`src/rtl/alarm_if.sv`:
```
// ---------------------------------------------------------------------------
// alarm_if : button, time-base and display/buzzer bundle for alarm_controller
// Rev 1.0
// ---------------------------------------------------------------------------
`default_nettype none

interface alarm_if;
  logic       up_status;
  logic       down_status;
  logic       center_pulse;
  logic       sec_tick;
  logic [5:0] cur_sec;
  logic [5:0] cur_min;
  logic [4:0] cur_hour;
  logic [4:0] alarm_hour;
  logic [5:0] alarm_min;
  logic [1:0] edit_mode;
  logic       armed;
  logic       ringing;
  logic       buzzer;

  modport slave (
    input  up_status, down_status, center_pulse, sec_tick,
    input  cur_sec, cur_min, cur_hour,
    output alarm_hour, alarm_min, edit_mode, armed, ringing, buzzer
  );

  modport master (
    output up_status, down_status, center_pulse, sec_tick,
    output cur_sec, cur_min, cur_hour,
    input  alarm_hour, alarm_min, edit_mode, armed, ringing, buzzer
  );
endinterface

`default_nettype wire

```
`src/rtl/alarm_controller.sv`:
```
// ---------------------------------------------------------------------------
// alarm_controller : alarm time editing with auto-repeat, ring/snooze/dismiss
// Rev 1.0
// ---------------------------------------------------------------------------
`default_nettype none

module alarm_controller #(
  parameter int unsigned REPEAT_DELAY  = 50_000_000,
  parameter int unsigned REPEAT_PERIOD = 10_000_000,
  parameter int unsigned RING_SECONDS  = 60,
  parameter int unsigned SNOOZE_MIN    = 5
) (
  input  logic clk,
  input  logic reset,
  alarm_if.slave bus
);

  localparam logic [2:0] IDLE      = 3'd0;
  localparam logic [2:0] EDIT_HOUR = 3'd1;
  localparam logic [2:0] EDIT_MIN  = 3'd2;
  localparam logic [2:0] RING      = 3'd3;
  localparam logic [2:0] SNOOZE    = 3'd4;

  localparam logic [31:0] c_rep_delay  = 32'(REPEAT_DELAY);
  localparam logic [31:0] c_rep_reload = 32'(REPEAT_DELAY - REPEAT_PERIOD + 1);
  localparam logic [11:0] c_ring_last  = 12'(RING_SECONDS - 1);
  localparam logic [11:0] c_snooze_last = 12'(SNOOZE_MIN * 60 - 1);

  logic [2:0]  state, state_nx;
  logic        up_q, down_q, match_q;
  logic [31:0] rep_cnt;
  logic [11:0] sec_cnt;
  logic [4:0]  alarm_hour;
  logic [5:0]  alarm_min;
  logic [1:0]  edit_mode;
  logic        armed, ringing, buzzer;

  logic up_edge, down_edge, any_edge, single, rep_hit, inc, dec;
  logic match, match_rise;

  assign up_edge   = bus.up_status & ~up_q;
  assign down_edge = bus.down_status & ~down_q;
  assign any_edge  = up_edge | down_edge;
  assign single    = bus.up_status ^ bus.down_status;
  // Repeat steps only come from an uninterrupted single-button hold.
  assign rep_hit   = single & ~any_edge & (rep_cnt == c_rep_delay);
  assign inc       = single & bus.up_status & (up_edge | rep_hit);
  assign dec       = single & bus.down_status & (down_edge | rep_hit);

  assign match = armed & (bus.cur_hour == alarm_hour) & (bus.cur_min == alarm_min)
               & (bus.cur_sec == 6'd0);
  assign match_rise = match & ~match_q;

  always_comb begin
    state_nx = state;
    case (state)
      IDLE: begin
        if (match_rise)            state_nx = RING;
        else if (bus.center_pulse) state_nx = EDIT_HOUR;
      end
      EDIT_HOUR: if (bus.center_pulse) state_nx = EDIT_MIN;
      EDIT_MIN:  if (bus.center_pulse) state_nx = IDLE;
      RING: begin
        if (bus.center_pulse)                              state_nx = IDLE;
        else if (any_edge)                                 state_nx = SNOOZE;
        else if (bus.sec_tick && (sec_cnt == c_ring_last)) state_nx = IDLE;
      end
      SNOOZE: begin
        if (bus.center_pulse)                                state_nx = IDLE;
        else if (bus.sec_tick && (sec_cnt == c_snooze_last)) state_nx = RING;
      end
      default: state_nx = IDLE;
    endcase
  end

  always_ff @(posedge clk or posedge reset) begin
    if (reset) begin
      state      <= IDLE;
      up_q       <= 1'b0;
      down_q     <= 1'b0;
      match_q    <= 1'b0;
      rep_cnt    <= 32'd0;
      sec_cnt    <= 12'd0;
      alarm_hour <= 5'd0;
      alarm_min  <= 6'd0;
      edit_mode  <= 2'd0;
      armed      <= 1'b0;
      ringing    <= 1'b0;
      buzzer     <= 1'b0;
    end else begin
      state   <= state_nx;
      up_q    <= bus.up_status;
      down_q  <= bus.down_status;
      match_q <= match;

      if (!single)       rep_cnt <= 32'd0;
      else if (any_edge) rep_cnt <= 32'd1;
      else if (rep_hit)  rep_cnt <= c_rep_reload;
      else               rep_cnt <= rep_cnt + 32'd1;

      if (state_nx != state)
        sec_cnt <= 12'd0;
      else if (bus.sec_tick && (state == RING || state == SNOOZE))
        sec_cnt <= sec_cnt + 12'd1;

      if (state == EDIT_HOUR) begin
        if (inc)      alarm_hour <= (alarm_hour == 5'd23) ? 5'd0 : alarm_hour + 5'd1;
        else if (dec) alarm_hour <= (alarm_hour == 5'd0) ? 5'd23 : alarm_hour - 5'd1;
      end
      if (state == EDIT_MIN) begin
        if (inc)      alarm_min <= (alarm_min == 6'd59) ? 6'd0 : alarm_min + 6'd1;
        else if (dec) alarm_min <= (alarm_min == 6'd0) ? 6'd59 : alarm_min - 6'd1;
      end

      if (state == IDLE && state_nx == IDLE && any_edge)
        armed <= ~armed;
      else if (state == EDIT_MIN && bus.center_pulse)
        armed <= 1'b1;

      case (state_nx)
        EDIT_HOUR: edit_mode <= 2'd1;
        EDIT_MIN:  edit_mode <= 2'd2;
        default:   edit_mode <= 2'd0;
      endcase

      ringing <= (state_nx == RING);
      if (state_nx != RING)   buzzer <= 1'b0;
      else if (state != RING) buzzer <= 1'b1;
      else if (bus.sec_tick)  buzzer <= ~buzzer;
    end
  end

  assign bus.alarm_hour = alarm_hour;
  assign bus.alarm_min  = alarm_min;
  assign bus.edit_mode  = edit_mode;
  assign bus.armed      = armed;
  assign bus.ringing    = ringing;
  assign bus.buzzer     = buzzer;

endmodule

`default_nettype wire

```
`src/flat_wrapper.sv`:
```
// flat-port wrapper written by rule: the top's interface ports become plain ports
module alarm_controller_flat 
#(
  parameter int unsigned REPEAT_DELAY  = 50_000_000,
  parameter int unsigned REPEAT_PERIOD = 10_000_000,
  parameter int unsigned RING_SECONDS  = 60,
  parameter int unsigned SNOOZE_MIN    = 5
)
  (clk, reset, bus_up_status, bus_down_status, bus_center_pulse, bus_sec_tick, bus_cur_sec, bus_cur_min, bus_cur_hour, bus_alarm_hour, bus_alarm_min, bus_edit_mode, bus_armed, bus_ringing, bus_buzzer);
  alarm_if bus_i ();
  input  logic clk;
  input  logic reset;
  input wire logic [$bits(bus_i.up_status)-1:0] bus_up_status;
  input wire logic [$bits(bus_i.down_status)-1:0] bus_down_status;
  input wire logic [$bits(bus_i.center_pulse)-1:0] bus_center_pulse;
  input wire logic [$bits(bus_i.sec_tick)-1:0] bus_sec_tick;
  input wire logic [$bits(bus_i.cur_sec)-1:0] bus_cur_sec;
  input wire logic [$bits(bus_i.cur_min)-1:0] bus_cur_min;
  input wire logic [$bits(bus_i.cur_hour)-1:0] bus_cur_hour;
  output wire logic [$bits(bus_i.alarm_hour)-1:0] bus_alarm_hour;
  output wire logic [$bits(bus_i.alarm_min)-1:0] bus_alarm_min;
  output wire logic [$bits(bus_i.edit_mode)-1:0] bus_edit_mode;
  output wire logic [$bits(bus_i.armed)-1:0] bus_armed;
  output wire logic [$bits(bus_i.ringing)-1:0] bus_ringing;
  output wire logic [$bits(bus_i.buzzer)-1:0] bus_buzzer;
  assign bus_i.up_status = bus_up_status;
  assign bus_i.down_status = bus_down_status;
  assign bus_i.center_pulse = bus_center_pulse;
  assign bus_i.sec_tick = bus_sec_tick;
  assign bus_i.cur_sec = bus_cur_sec;
  assign bus_i.cur_min = bus_cur_min;
  assign bus_i.cur_hour = bus_cur_hour;
  assign bus_alarm_hour = bus_i.alarm_hour;
  assign bus_alarm_min = bus_i.alarm_min;
  assign bus_edit_mode = bus_i.edit_mode;
  assign bus_armed = bus_i.armed;
  assign bus_ringing = bus_i.ringing;
  assign bus_buzzer = bus_i.buzzer;
  alarm_controller #(.REPEAT_DELAY(REPEAT_DELAY), .REPEAT_PERIOD(REPEAT_PERIOD), .RING_SECONDS(RING_SECONDS), .SNOOZE_MIN(SNOOZE_MIN)) u_core (.clk(clk), .reset(reset), .bus(bus_i));
endmodule
```
`config.mk`:
```
export PLATFORM = sky130hd
export DESIGN_NAME = alarm_controller_flat
export DESIGN_NICKNAME = d
export VERILOG_FILES = /design/src/rtl/alarm_if.sv /design/src/rtl/alarm_controller.sv /design/src/flat_wrapper.sv
export SDC_FILE = /design/constraint.sdc
export NUM_CORES = 1
export LEC_CHECK = 0
export ABC_CLOCK_PERIOD_IN_PS = 2700
export BUFFER_PORTS_ARGS = -buffer_cell sky130_fd_sc_hd__buf_2
export CAP_MARGIN = 20
export CORE_AREA = 2 2 86 88
export DETAILED_ROUTE_END_ITERATION = 16
export DIE_AREA = 0 0 88 90
export HOLD_SLACK_MARGIN = 0.02
export PLACE_DENSITY = 0.75
export SYNTH_ARGS = -nofsm -noshare
export SYNTH_HDL_FRONTEND = slang
export SYNTH_SLANG_ARGS = --single-unit
```
`constraint.sdc`:
```
create_clock -name clk -period 2.7 [get_ports clk]
set_input_delay 0.54 -clock clk [delete_from_list [all_inputs] [get_ports clk]]
set_output_delay 0.54 -clock clk [all_outputs]
set_load 0.05 [all_outputs]
```
==> metrics.md, run 1 <==
| Metric | Value |
|---|---|
| Outcome | `completed` |
| Yosys reg bits | `66` |
| First-pass GRT wire length | `15800 µm` |
| Layout cell share with drive strength beyond 1 | `16.2%` |
| Design Power | `3.85 mW` |
| Routed Antenna Nets | `0` |
| Clk pwr share | `25.3%` |
| Die area | `7920 µm²` |
| Net switching power | `1.66 mW` |
| WP data required | `2.94 ns` |
| Slew @ Worst Pin | `0.677 ns` |
| Layout Cells excl Fill | `616` |
| Area Overhead vs Synth | `15.7%` |
| Drt wl/cell | `15.2 µm` |
| Area share of the leading cell type in the synthesized netlist | `40.4%` |
| Gpl congestion | `0.955` |
| Count leader, synth | `dfrtp_1` |
| Buffer levels on the longest clock path | `2` |
| Maximum fanout along the worst path | `6` |
| Finished Cell Area | `4730 µm²` |
| Critical path data arrival time | `2.70 ns` |
| Setup TNS | `0 ns` |
| Initial DRC count | `206` |
| Ys async rst share | `100%` |
| Slew Limit Fails | `0` |
| Remaining DRCs | `0` |
| Commonest cells post-synth | `66 x dfrtp_1, 56 x nor2_1, 33 x nand3_1` |
| Int Power | `2.19 mW` |
| Highest clock rate | `0.406 GHz` |
| DR vias/cell | `5.91` |
| Clk sinks | `66` |
| Cts bufs inserted | `9` |
| GR Overflow Total | `0` |
| Synth cell types | `53` |
| Main flop type after synthesis | `dfrtp_1` |
| Switching portion of total power | `43.1%` |
| Hold Buf Count CTS | `0` |
| Syn Nets | `495` |
| Max IR drop VDD | `557 µV` |
| Post-layout util | `67.4%` |
| Reg power frac | `35.9%` |
| Setup violations, final | `0` |
| Hold WS | `0.256 ns` |
| Top cells by area, synth | `dfrtp_1 40%, xnor2_1 6.2%, xor2_1 6.0%` |
| Hpwl dp | `6770 µm` |
| Largest net degree at the start of global routing | `67` |
| Skew-Pair Late Insertion Delay | `0.35 ns` |
| # port buffers | `38` |
| Core Rows | `31` |
| Comb pwr share | `38.8%` |
| DIE HEIGHT | `90 µm` |
| Area after DPL | `4500 µm²` |
| Fillers | `592` |
| RSZ-0062 raised after global routing | `no` |
| CTS root buf | `clkbuf_8` |
| Final WL | `9380 µm` |
| GRT Total Usage | `25.1%` |
| Crit share post-route | `91.2%` |
| Fin. Hold Viols | `0` |
| Vias | `3639` |
| Initial antenna violation count | `0` |
| Mapped cell area | `4090 µm²` |
| Vias in the first global route | `3518` |
| Largest area contributor in the netlist | `dfrtp_1` |
| Setup ws final | `0.238 ns` |
| Max_cap viols | `0` |
| Register area share after synthesis | `40.4%` |
| Ys Warns | `0` |
| EDFF count, synth | `0` |
| Static Leak | `1.99 nW` |
| CP cell instances | `buf_2 -> inv_1 -> ha_1 -> or4_4 -> o31ai_4 -> a22oi_2 -> or2_0 -> o221a_1` |
| Relative slew slack | `54.5%` |
| H-tree depth | `3` |
| Synth Instances | `462` |
| CP Class | `in -> reg` |
| CP delay by family, top | `simple AND/OR/NAND/NOR gates` |
| TritonCTS clock tree | `done` |
| Pre-Repair DR Iteration Count | `4` |
| Type of origin of the critical path | `primary input` |
| Total core area | `7020 µm²` |
| Avg Synthesized Cell Area | `8.85 µm²` |
| HP Class | `in -> async` |
| Clock Skew | `0.0112 ns` |
| Clock transition at the registers of the reported paths | `0.08 ns` |
| CP Buf/Inv Count | `2` |
| Cells after DPL | `600` |
| Crit path max-delay cell type | `or4_4` |
| PwrDens | `813 nW/µm²` |
| Final #Nets | `545` |
| # resized after CTS | `0` |
| Io pins | `39` |
| Tmin final | `2.46 ns` |
| Starting Density | `58.3%` |
| Chip width | `88 µm` |
| Post-CTS Setup Inserts | `0` |
| Crit path largest cell delay | `0.59 ns` |
| Pre-CTS setup slack | `-0.0975 ns` |
| Worst setup EP type | `register` |
| Antenna diodes | `0` |
[path summary, 6_finish.rpt]
check,slack [ns],cells after the start,from,to
worst min register to register,0.55,2,u_core.rep_cnt[23],u_core.rep_cnt[23]
worst max register to register,0.27,6,u_core.rep_cnt[10],u_core.bus.alarm_min[4]
max in group asynchronous,2.16,3,reset,u_core.rep_cnt[26]
worst max-delay path,0.24,8,bus_down_status,u_core.bus.alarm_min[4]
worst min-delay path,0.26,3,reset,u_core.sec_cnt[5]
min in group clk,0.43,2,bus_up_status,u_core.up_q
[logic make-up (layout without fill, tap and decap cells)]
kind of cell | Yosys count | after routing | share of synthesized area (%)
buffers and inverters | 38 | 93 | 3.67
and+or+nand+nor | 220 | 220 | 28.0
xor gates and xnor gates | 57 | 57 | 12.2
muxes | 4 | 4 | 1.01
AOI/OAI and AO/OA | 67 | 67 | 11.7
DFF | 66 | 66 | 40.4
adders and majority gates | 10 | 10 | 3.06
[registers in the layout (all words and copies together) (netlist names)]
register / cells
u_core.bus.alarm_hour: 5
u_core.state: 3
u_core.sec_cnt: 12
u_core.rep_cnt: 32
u_core.bus.ringing: 1
u_core.bus.alarm_min: 6
u_core.up_q: 1
u_core.bus.edit_mode: 2
u_core.bus.armed: 1
u_core.bus.buzzer: 1
u_core.down_q: 1
u_core.match_q: 1
[power by group through the flow]
stage	sequential, mW	combinational [mW]	clock, mW
finish	1.38	1.49	0.974
global route	1.40	1.64	1.04
CTS	1.37	1.50	0.990
detailed placement	1.39	1.49	0
global placement	1.39	1.46	0
floorplan	1.59	0.880	0
[tightest hold or removal path, stage by stage]
cell and delay, ns:
buf_2 0.10, inv_2 0.06, buf_12 0.30
[final cells by class]
class | instances | area, µm² | area share [%]
multi-input combinational | 358 | 2290 | 48.3
sequential | 66 | 1650 | 34.9
timing repair buffer | 57 | 358 | 7.56
clock buffer | 11 | 151 | 3.20
tap | 99 | 124 | 2.62
clock inverter | 5 | 85.1 | 1.80
inverter | 20 | 75.1 | 1.59
[placed cells by master (no fill, tap or decap), types with 3 or more instances in the layout]
| cell type | count |
|---|---|
| a21oi_1 | 18 |
| a31oi_1 | 5 |
| and3_1 | 7 |
| and3b_1 | 4 |
| buf_2 | 38 |
| buf_4 | 17 |
| clkbuf_8 | 11 |
| dfrtp_1 | 66 |
| ha_1 | 10 |
| inv_1 | 19 |
| mux2i_1 | 3 |
| nand2_1 | 28 |
| nand2b_1 | 5 |
| nand3_1 | 33 |
| nand4_1 | 20 |
| nor2_1 | 56 |
| nor2b_1 | 6 |
| nor3_1 | 28 |
| nor3b_1 | 5 |
| nor4_1 | 7 |
| nor4b_1 | 6 |
| o2111ai_1 | 3 |
| o211ai_1 | 3 |
| o21ai_0 | 14 |
| o31a_1 | 3 |
| or3_1 | 3 |
| xnor2_1 | 29 |
| xor2_1 | 28 |
[metal layers]
metal  vias up  global-route usage, %  routed length, µm  share of wire [%]
li1       1743                      -                  -                  -
met2       120                   41.8               4710                 50
met1      1758                   31.9               3970                 42
met3        18                   4.87                532                5.7
met5         -                      0                  0                  0
met4         0                   9.49                169                1.8
Power figures use the tool's default switching activity.
==> inputs of run 2 (changes only) <==
--- a/config.mk
+++ b/config.mk
@@ -8,9 +8,9 @@
 export ABC_CLOCK_PERIOD_IN_PS = 2700
 export BUFFER_PORTS_ARGS = -buffer_cell sky130_fd_sc_hd__buf_2
 export CAP_MARGIN = 20
-export CORE_AREA = 2 2 86 88
+export CORE_AREA = 8 8 92 94
 export DETAILED_ROUTE_END_ITERATION = 16
-export DIE_AREA = 0 0 88 90
+export DIE_AREA = 0 0 100 102
 export HOLD_SLACK_MARGIN = 0.02
 export PLACE_DENSITY = 0.75
 export SYNTH_ARGS = -nofsm -noshare
==> constraint.sdc (replaced) <==
create_clock -name clk -period 2.7 [get_ports clk]
set_input_delay 0.54 -clock clk [delete_from_list [all_inputs] [get_ports clk]]
set_output_delay 0.54 -clock clk [all_outputs]
set_load 0.005 [all_outputs]
==> run 2 against run 1 <==
Against the previous run: hold slack gained 0.028 ns; routed wire length shrank 0.18%; flip-flop and latch count is the same; combinational power shrank 21%; clock-buffer cell count shrank 2; sequential power is essentially flat; register-to-register slack lost 0.02 ns; cell count grew 0.16%; critical path depth grew 2; clock skew grew 0.0050 ns; largest cell class unchanged.
==> metrics.md, run 2 (synthesis gave the netlist of run 1 again) <==
| Metric | Value |
|---|---|
| Slew Limit Fails | `0 (unchanged)` |
| CP Class | `reg -> reg` |
| Outcome | `completed` |
| Setup TNS | `0 ns (unchanged)` |
| CP Capture Point | `u_core.bus.alarm_min[4]` |
| Vias in the first global route | `3594 (+2.2%)` |
| Max IR drop VDD | `298 µV (-46%)` |
| Final WL | `9370 µm (-0.18%)` |
| Clk pwr share | `25.3% (about the same)` |
| DIE HEIGHT | `102 µm (+13%)` |
| Clk sinks | `66 (unchanged)` |
| Largest net degree at the start of global routing | `36 (-46%)` |
| R2R Path End | `u_core.bus.alarm_min[4]` |
| Skew-Pair Late Insertion Delay | `0.35 ns (about the same)` |
| FF-to-FF path depth | `10 (+4)` |
| Starting Density | `57.9% (-0.32 points)` |
| Crit path largest cell delay | `0.45 ns (-0.14 ns)` |
| R2R Setup Slk | `0.25 ns (-0.02 ns)` |
| Critical path origin | `u_core.rep_cnt[0]` |
| DR vias/cell | `5.86 (-0.85%)` |
| TritonCTS clock tree | `done` |
| Initial DRC count | `141 (-32%)` |
| Pre-Repair DR Iteration Count | `4 (unchanged)` |
| Hold WS | `0.284 ns (+0.0281 ns)` |
| Design Power | `3.38 mW (-12%)` |
| Type of origin of the critical path | `register` |
| Setup violations, final | `0 (unchanged)` |
| Routed Antenna Nets | `0 (unchanged)` |
| Maximum fanout along the worst path | `7 (+1)` |
| Cts bufs inserted | `9 (unchanged)` |
| Crit share post-route | `90.6% (-0.60 points)` |
| PwrDens | `719 nW/µm² (-12%)` |
| GRT Total Usage | `19.7% (-5.4 points)` |
| Layout cell share with drive strength beyond 1 | `16.4% (+0.16 points)` |
| # port buffers | `38 (unchanged)` |
| Vias | `3614 (-0.69%)` |
| Reg power frac | `39.9% (+4.0 points)` |
| Most frequent cells in the layout | `66 x dfrtp_1, 56 x nor2_1, 38 x buf_2, 33 x nand3_1, 29 x xnor2_1` |
| Total core area | `7060 µm² (+0.55%)` |
| Switching portion of total power | `39.2% (-4.0 points)` |
| Die area | `10200 µm² (+29%)` |
| Clock transition at the registers of the reported paths | `0.09 ns (about the same)` |
| Max FFs per register | `32 (unchanged)` |
| GR Overflow Total | `0 (unchanged)` |
| Cell mode on critical path | `buf_4` |
| Io pins | `39 (unchanged)` |
| Antenna diodes | `0 (unchanged)` |
| Area Overhead vs Synth | `15.0%` |
| Levels on crit path | `10 (+2)` |
| Hpwl dp | `6760 µm (-0.12%)` |
| Core Rows | `31 (unchanged)` |
| Hold Buf Count CTS | `0 (unchanged)` |
| Static Leak | `1.98 nW (-0.64%)` |
| Final #Nets | `546 (+0.18%)` |
| Slew @ Worst Pin | `0.678 ns (+0.000893 ns)` |
| Gpl congestion | `0.915 (-4.2%)` |
| Initial antenna violation count | `0 (unchanged)` |
| Post-CTS Setup Inserts | `0 (unchanged)` |
| Worst setup EP type | `register` |
| CP cell instances | `inv_1 -> ha_1 -> nor4b_1 -> nand4_1 -> buf_4 -> o31ai_4 -> buf_4 -> nand2_2 -> mux2_2 -> o221a_1` |
| Chip width | `100 µm (+14%)` |
| HP Class | `in -> async` |
| Fillers | `587 (-0.84%)` |
| CP Buf/Inv Count | `3 (+1)` |
| Crit path max-delay cell type | `dfrtp_1` |
| CTS root buf | `clkbuf_8` |
| Pre-CTS setup slack | `-0.0846 ns (+0.0129 ns)` |
| Critical path data arrival time | `2.70 ns (about the same)` |
| Biggest regs | `u_core.rep_cnt (32), u_core.sec_cnt (12), u_core.bus.alarm_min (6)` |
| RSZ-0062 raised after global routing | `no` |
| Remaining DRCs | `0 (unchanged)` |
| Commonest non-fill, non-tap cell in the layout | `dfrtp_1` |
| Net switching power | `1.32 mW (-20%)` |
| Relative slew slack | `54.8% (+0.29 points)` |
| Buffer levels on the longest clock path | `2 (unchanged)` |
| First-pass GRT wire length | `16400 µm (+3.7%)` |
| Tmin final | `2.45 ns (-0.0163 ns)` |
| Highest clock rate | `0.409 GHz (+0.67%)` |
| Worst r2r src | `u_core.rep_cnt[0]` |
| Max_cap viols | `0 (unchanged)` |
| Int Power | `2.06 mW (-5.9%)` |
| H-tree depth | `3 (unchanged)` |
| Comb pwr share | `34.8% (-4.0 points)` |
| Setup ws final | `0.254 ns (+0.0163 ns)` |
| Drt wl/cell | `15.2 µm (-0.34%)` |
| Clock Skew | `0.0162 ns (+0.00501 ns)` |
| Fin. Hold Viols | `0 (unchanged)` |
| CP delay by family, top | `simple AND/OR/NAND/NOR gates` |
| Top reg by flops | `u_core.rep_cnt` |
| WP data required | `2.95 ns (about the same)` |
| # resized after CTS | `0 (unchanged)` |
-- run 2: changes by cell type in the layout (fill, tap and decap cells not counted), sizes merged --
cell	delta
clkinvlp	+1
buf	+1
bufinv	-1
clkbuf	-2
clkinv	+1
inv	+1
-- run 2: worst reg2reg max path: stages, from the launching register on --
cell,delay [ns]
dfrtp_1,0.45
inv_1,0.09
ha_1,0.13
nor4b_1,0.26
nand4_1,0.16
buf_4,0.19
o31ai_4,0.26
buf_4,0.20
nand2_2,0.11
mux2_2,0.30
o221a_1,0.20
-- run 2: area by class of cell --
class,instances,area (µm²),area share (%)
Inverter,20,75.1,1.60
Timing Repair Buffer,58,365,7.77
Sequential cell,66,1650,35.1
Tap cell,99,124,2.63
Clock inverter,7,76.3,1.62
Clock buffer,9,124,2.63
Multi-Input combinational cell,358,2290,48.6
-- run 2: worst min-delay path by stage --
stage	endpoint	cells after the start	slack (ns)
after global placement	u_core.rep_cnt[23]	2	0.52
final	u_core.bus.alarm_min[5]	2	0.28
after CTS	u_core.bus.alarm_min[5]	2	0.30
after detailed placement	u_core.rep_cnt[23]	2	0.54
after global routing	u_core.rep_cnt[31]	2	0.35
after floorplan	u_core.rep_cnt[23]	2	0.50
-- run 2: power groups by stage --
| stage | clock network (mW) | logic (mW) | registers (mW) |
|---|---|---|---|
| after CTS | 0.871 | 1.18 | 1.34 |
| after global placement | 0 | 1.15 | 1.35 |
| after floorplan | 0 | 0.880 | 1.25 |
| after detailed placement | 0 | 1.17 | 1.36 |
| after global routing | 0.919 | 1.33 | 1.38 |
| final | 0.855 | 1.18 | 1.35 |
-- run 2: through the flow --
step                      utilization [%]  instance area, µm²  cells
final                                66.6                4700    617
after global routing                 66.6                4700    617
after CTS                            66.6                4700    617
after detailed placement             63.8                4500    601
after global placement               63.8                4500    601
after floorplan                         -                4090    462
-- run 2: layer usage --
layer	part of all wire, %	up-vias	GRT usage, %
li1	-	1744	-
met2	48	122	33.5
met5	0	-	0
met3	6.3	15	4.09
met1	44	1733	23.7
met4	1.7	0	8.14
